--- src/rtl/shreg_univ_if.sv ---
// Bus bundle for the universal shift register: command/data inputs plus
// register contents and handshake outputs. Clock and reset stay outside.
interface shreg_univ_if #(
    parameter int WIDTH = 8,
    parameter int AMT_W = 4
);
    logic [2:0]       op;
    logic             start;
    logic [AMT_W-1:0] amt;
    logic [WIDTH-1:0] d;
    logic             sr_in;
    logic             sl_in;
    logic [WIDTH-1:0] q;
    logic             sout;
    logic             busy;
    logic             done;

    // Controller side: issues commands, observes the register
    modport master (
        output op, start, amt, d, sr_in, sl_in,
        input  q, sout, busy, done
    );

    // Register side
    modport slave (
        input  op, start, amt, d, sr_in, sl_in,
        output q, sout, busy, done
    );
endinterface

--- src/rtl/shreg_univ.sv ---
// Parametrised universal shift register with single-step operations and a
// multi-cycle "shift by N" command (start/busy/done handshake).
module shreg_univ #(
    parameter int WIDTH = 8,
    parameter int AMT_W = 4
) (
    input  logic          clk,
    input  logic          rst_b,
    shreg_univ_if.slave   bus
);
    localparam logic [2:0] OP_NOP  = 3'b000;
    localparam logic [2:0] OP_LOAD = 3'b001;
    localparam logic [2:0] OP_SHR  = 3'b010;
    localparam logic [2:0] OP_SHL  = 3'b011;
    localparam logic [2:0] OP_ROR  = 3'b100;
    localparam logic [2:0] OP_ROL  = 3'b101;
    localparam logic [2:0] OP_ASR  = 3'b110;
    localparam logic [2:0] OP_CLR  = 3'b111;

    localparam logic [AMT_W-1:0] AMT_ONE = AMT_W'(1);

    typedef enum logic {
        ST_IDLE,
        ST_RUN
    } state_t;

    state_t           state_reg, state_next;
    logic [WIDTH-1:0] q_reg, q_next;
    logic             sout_reg, sout_next;
    logic             done_reg, done_next;
    logic [AMT_W-1:0] cnt_reg, cnt_next;   // steps still to execute after the current one
    logic [2:0]       op_reg, op_next;     // operation captured at start

    logic [2:0]       step_op;
    logic [WIDTH-1:0] step_q;
    logic             step_sout;
    logic             is_multi;

    // Bit-level shift networks: down_v moves every bit one place toward the
    // LSB, up_v one place toward the MSB. The vacated end bit is filled per op.
    logic [WIDTH-1:0] down_v;
    logic [WIDTH-1:0] up_v;

    genvar gi;
    generate
        for (gi = 0; gi < WIDTH - 1; gi++) begin : g_net
            assign down_v[gi]     = q_reg[gi + 1];
            assign up_v[gi + 1]   = q_reg[gi];
        end
    endgenerate
    assign down_v[WIDTH-1] = 1'b0;
    assign up_v[0]         = 1'b0;

    // While running, the captured op repeats and live command inputs are ignored
    assign step_op  = (state_reg == ST_RUN) ? op_reg : bus.op;
    assign is_multi = (bus.op >= OP_SHR) && (bus.op <= OP_ASR);

    // One step of the selected operation; serial inputs are always sampled live
    always_comb begin
        step_q    = q_reg;
        step_sout = sout_reg;
        case (step_op)
            OP_NOP: begin
                step_q = q_reg;
            end
            OP_LOAD: begin
                step_q = bus.d;
            end
            OP_SHR: begin
                step_q           = down_v;
                step_q[WIDTH-1]  = bus.sr_in;
                step_sout        = q_reg[0];
            end
            OP_SHL: begin
                step_q           = up_v;
                step_q[0]        = bus.sl_in;
                step_sout        = q_reg[WIDTH-1];
            end
            OP_ROR: begin
                step_q           = down_v;
                step_q[WIDTH-1]  = q_reg[0];
                step_sout        = q_reg[0];
            end
            OP_ROL: begin
                step_q           = up_v;
                step_q[0]        = q_reg[WIDTH-1];
                step_sout        = q_reg[WIDTH-1];
            end
            OP_ASR: begin
                step_q           = down_v;
                step_q[WIDTH-1]  = q_reg[WIDTH-1];
                step_sout        = q_reg[0];
            end
            OP_CLR: begin
                step_q = '0;
            end
            default: begin
                step_q = q_reg;
            end
        endcase
    end

    // Next-state and datapath control: single steps when idle, counted repeats when running
    always_comb begin
        state_next = state_reg;
        q_next     = q_reg;
        sout_next  = sout_reg;
        done_next  = 1'b0;
        cnt_next   = cnt_reg;
        op_next    = op_reg;
        case (state_reg)
            ST_IDLE: begin
                if (bus.start && is_multi) begin
                    op_next = bus.op;
                    if (bus.amt == '0) begin
                        // Zero-length command: nothing moves, just acknowledge
                        done_next = 1'b1;
                    end else begin
                        q_next    = step_q;
                        sout_next = step_sout;
                        cnt_next  = bus.amt - AMT_ONE;
                        if (bus.amt == AMT_ONE) begin
                            done_next = 1'b1;
                        end else begin
                            state_next = ST_RUN;
                        end
                    end
                end else begin
                    q_next    = step_q;
                    sout_next = step_sout;
                end
            end
            ST_RUN: begin
                q_next    = step_q;
                sout_next = step_sout;
                if (cnt_reg <= AMT_ONE) begin
                    cnt_next   = '0;
                    done_next  = 1'b1;
                    state_next = ST_IDLE;
                end else begin
                    cnt_next = cnt_reg - AMT_ONE;
                end
            end
            default: begin
                state_next = ST_IDLE;
            end
        endcase
    end

    // State register; reset abandons any operation without a done pulse
    always_ff @(posedge clk or negedge rst_b) begin
        if (!rst_b) begin
            state_reg <= ST_IDLE;
            q_reg     <= '0;
            sout_reg  <= 1'b0;
            done_reg  <= 1'b0;
            cnt_reg   <= '0;
            op_reg    <= OP_NOP;
        end else begin
            state_reg <= state_next;
            q_reg     <= q_next;
            sout_reg  <= sout_next;
            done_reg  <= done_next;
            cnt_reg   <= cnt_next;
            op_reg    <= op_next;
        end
    end

    assign bus.q    = q_reg;
    assign bus.sout = sout_reg;
    assign bus.busy = (state_reg == ST_RUN);
    assign bus.done = done_reg;
endmodule

--- src/flat_wrapper.sv ---
// flat-port wrapper written by rule: the top's interface ports become plain ports
module shreg_univ_flat 
#(
    parameter int WIDTH = 8,
    parameter int AMT_W = 4
)
  (clk, rst_b, bus_op, bus_start, bus_amt, bus_d, bus_sr_in, bus_sl_in, bus_q, bus_sout, bus_busy, bus_done);
  shreg_univ_if #(.WIDTH(WIDTH), .AMT_W(AMT_W)) bus_i ();
  input  logic clk;
  input  logic rst_b;
  input wire logic [$bits(bus_i.op)-1:0] bus_op;
  input wire logic [$bits(bus_i.start)-1:0] bus_start;
  input wire logic [$bits(bus_i.amt)-1:0] bus_amt;
  input wire logic [$bits(bus_i.d)-1:0] bus_d;
  input wire logic [$bits(bus_i.sr_in)-1:0] bus_sr_in;
  input wire logic [$bits(bus_i.sl_in)-1:0] bus_sl_in;
  output wire logic [$bits(bus_i.q)-1:0] bus_q;
  output wire logic [$bits(bus_i.sout)-1:0] bus_sout;
  output wire logic [$bits(bus_i.busy)-1:0] bus_busy;
  output wire logic [$bits(bus_i.done)-1:0] bus_done;
  assign bus_i.op = bus_op;
  assign bus_i.start = bus_start;
  assign bus_i.amt = bus_amt;
  assign bus_i.d = bus_d;
  assign bus_i.sr_in = bus_sr_in;
  assign bus_i.sl_in = bus_sl_in;
  assign bus_q = bus_i.q;
  assign bus_sout = bus_i.sout;
  assign bus_busy = bus_i.busy;
  assign bus_done = bus_i.done;
  shreg_univ #(.WIDTH(WIDTH), .AMT_W(AMT_W)) u_core (.clk(clk), .rst_b(rst_b), .bus(bus_i));
endmodule
--- config.mk ---
export PLATFORM = sky130hd
export DESIGN_NAME = shreg_univ_flat
export DESIGN_NICKNAME = d
export VERILOG_FILES = /design/src/rtl/shreg_univ_if.sv /design/src/rtl/shreg_univ.sv /design/src/flat_wrapper.sv
export SDC_FILE = /design/constraint.sdc
export NUM_CORES = 1
export LEC_CHECK = 0
export ABC_AREA = 1
export CAP_MARGIN = 20
export CORE_MARGIN = 5
export CORE_UTILIZATION = 45
export CTS_CLUSTER_SIZE = 20
export DETAILED_ROUTE_END_ITERATION = 6
export PLACE_DENSITY_LB_ADDON = 0.2
export SLEW_MARGIN = 20
export SYNTH_ARGS = -nofsm -noshare
export SYNTH_HDL_FRONTEND = slang
export SYNTH_SLANG_ARGS = --single-unit
--- constraint.sdc ---
create_clock -name clk -period 1.5 [get_ports clk]
set_clock_uncertainty 0.1 [all_clocks]
set_input_delay 0.375 -clock clk [delete_from_list [all_inputs] [get_ports clk]]
set_output_delay 0.375 -clock clk [all_outputs]
set_load 0.01 [all_outputs]
==> impl_metrics.py <==
metrics = {
    "run": {
        "drv_cap": 0,
    },
    "timing": {
        "tightest_slew_ns": 0.2670,
        "fin_crit_sh_pct": 99.66,
        "period_minus_slack_ns": 1.495,
        "maxSlewViolCount": 0,
        "setup_viol": 0,
        "maxSlewHeadroom_pct": 82.07,
        "max_freq_mhz": 669.0,
        "hold_viol_final": 0,
        "worst_slack_ns": 0.005129,
        "rsz0062_at_grt": "true",
        "holdWs_ns": 0.2950,
    },
    "worst_setup_path": {
        "critPathMaxFanout": 8,
        "worstSetupStartpointType": "flip-flop",
        "end_kind": "flip-flop",
        "r2r_slack_ns": 0.005,
        "regToRegEndpoint": "u_core.bus.q[7]",
        "reg2reg_depth": 9,
        "arrival_ns": 1.60,
        "r2r-start": "u_core.bus.busy",
        "cp.required_ns": 1.60,
        "critPathKind": "reg2reg",
    },
    "yosys": {
        "avgSynthCellArea_um2": 6.837,
        "yosys_warnings": 0,
        "yosysUniqueCellTypes": 23,
        "syn_nets": 221,
        "synth-seq-cells": 18,
        "ys_seq_area_share_pct": 33.61,
        "netlist_area_um2": 1340,
        "netlist_instances": 196,
    },
    "cts": {
        "h-tree-depth": 1,
        "cts.clk_slew.worst_paths_ns": 0.11,
        "cts.sinks": 18,
        "clock_latency_ns": 0.30,
        "tritoncts": "done",
        "cts_root_buffer": "clkbuf_4",
        "clockBufferDepth": 2,
        "cts_buffers": 3,
    },
    "placement": {
        "placedCellCount": 274,
        "portBuffers": 30,
        "placed_area_um2": 1808,
        "dp_hpwl_um": 2680,
        "place_ws_ns": -0.4495,
        "gp_congestion": 0.8639,
    },
    "global_routing": {
        "gr-usage-all-layers_pct": 18.04,
        "grt_max_degree": 19,
        "antenna_found_initial": 0,
        "grt-ovfl-total": 0,
        "grt_pass1_wl_um": 6078,
        "grt_pass1_vias": 1446,
    },
    "routing": {
        "top_layer_used": "met4",
        "antenna_left": 0,
        "wl_met1_um": 1585,
        "route.met2.wl_um": 2014,
        "vias": 1508,
        "drc_errors": 0,
        "wl_per_cell_um": 13.13,
        "vias_per_cell": 5.147,
        "first_pass_iters": 4,
        "dr_wl_met3_um": 177,
        "drt_iter0_drc": 76,
        "wl_um": 3847,
    },
    "layout": {
        "drive_gt1_share_pct": 28.24,
        "final_common_cell": "nand2_1",
        "seq_area_um2": 450.4,
        "final_area_um2": 2036,
        "largest_register_ffs": 8,
        "antenna-diode-count": 0,
        "syn_to_final_growth_pct": 51.91,
        "multi_input_area_um2": 885.9,
        "final_cell_count_no_fill": 293,
        "fillers": 223,
        "fin_nets": 288,
        "layout_common_cells": "68 x nand2_1, 32 x buf_4, 23 x nor2_1",
    },
    "power": {
        "cellLeakagePower_nw": 1.075,
        "power_mw": 4.194,
        "p_per_area_nw_per_um2": 2060,
        "ir_drop_mv": 1.018,
    },
    "floorplan": {
        "die_w_um": 64.57,
        "core_area_um2": 2805,
        "ios": 31,
        "initial_core_util_pct": 47.77,
        "die_area_um2": 4169,
        "num_rows": 19,
        "die_h_um": 64.57,
    },
    "min_path": {
        "min_path_type": "in2async",
    },
    "outcome": {
        "status": "complete, no violations",
    },
}
-- area by class of cell --
cell class	instances	share of cell area, %
Multi-Input combinational cell	160	43.52
Timing Repair Buffer	64	27.60
Sequential cell	18	22.13
Inverter	16	3.073
Tap cell	31	1.905
Clock buffer	4	1.782
-- worst max-delay path: stages (launching register included) --
cell,delay (ns)
dfrtp_1,0.44
inv_4,0.13
nand2_1,0.11
nand2_4,0.12
nand2_4,0.08
buf_4,0.13
nor2_1,0.11
nor2_1,0.06
nand2_1,0.07
nand2_1,0.05
-- worst max path at each step --
stage	from	endpoint	slack (ns)	cells after the start
floorplan	bus_amt[1]	u_core.bus.q[0]	0.008	10
global placement	bus_amt[0]	u_core.bus.q[3]	-0.39	10
detailed placement	bus_amt[0]	u_core.bus.q[4]	-0.45	10
CTS	u_core.bus.q[2]	bus_q[2]	0.007	1
global route	u_core.bus.busy	u_core.bus.sout	-0.1	9
finish	u_core.bus.busy	u_core.bus.q[7]	0.005	9
-- what timing repair did --
action	in CTS	in global routing
gates cloned	1	0
pin swaps	7	16
buffers inserted	7	7
resized for setup	19	29
hold buffers	0	0
endpoints found under the setup margin	24	22
-- through the flow --
step / setup TNS [ns] / utilization (%)
3_5_place_dp: -6.644 / 64.45
5_1_grt: -0.4519 / 72.57
4_1_cts: 0 / 67.44
3_3_place_gp: -6.089 / 64.45
6_report: 0 / 72.57
2_1_floorplan: 0 / -
-- synthesized netlist by cell type --
cell	instances	area, um2
nor2_1	24	90.09
dfrtp_1	18	450.4
inv_2	1	3.750
nand2_1	73	274.0
nand3b_1	1	7.510
o22ai_1	2	12.51
nand2_2	9	56.30
nand4_1	1	6.260
ha_1	5	62.56
nand3_2	4	40.04
xor2_1	1	8.760
o211ai_1	1	7.510
o21a_1	1	7.510
buf_6	3	33.78
o21ai_0	9	45.04
nand3_1	16	80.08
nor2_4	1	11.26
nor2_2	2	12.51
nand2_4	4	45.04
inv_1	15	56.30
xnor2_1	1	8.760
a21oi_1	3	15.01
nor3_1	1	5.000
-- logic make-up (layout without fill, tap and decap cells) --
family	after synthesis	count (layout)	synth area share (%)
AO/OA/AOI/OAI	16	16	6.536
XOR/XNOR	2	2	1.307
adder cells (fa/ha/maj)	5	5	4.669
buffers and inverters	19	84	7.002
flip-flops	18	18	33.61
AND/OR/NAND/NOR	136	137	46.87
-- power by group --
part / leakage [nW] / switching (mW) / internal (mW)
Clock: 0.0210 / 0.165 / 0.148
Sequential: 0.225 / 0.167 / 0.726
Combinational: 0.829 / 1.65 / 1.34
Total: 1.08 / 1.98 / 2.21
-- metal layers --
metal,up-vias,global-route usage [%]
li1,750,-
met1,705,21.51
met2,45,31.96
met3,8,3.800
met4,0,6.596
met5,-,0
Note: power is estimated with default switching activity, not from simulation.
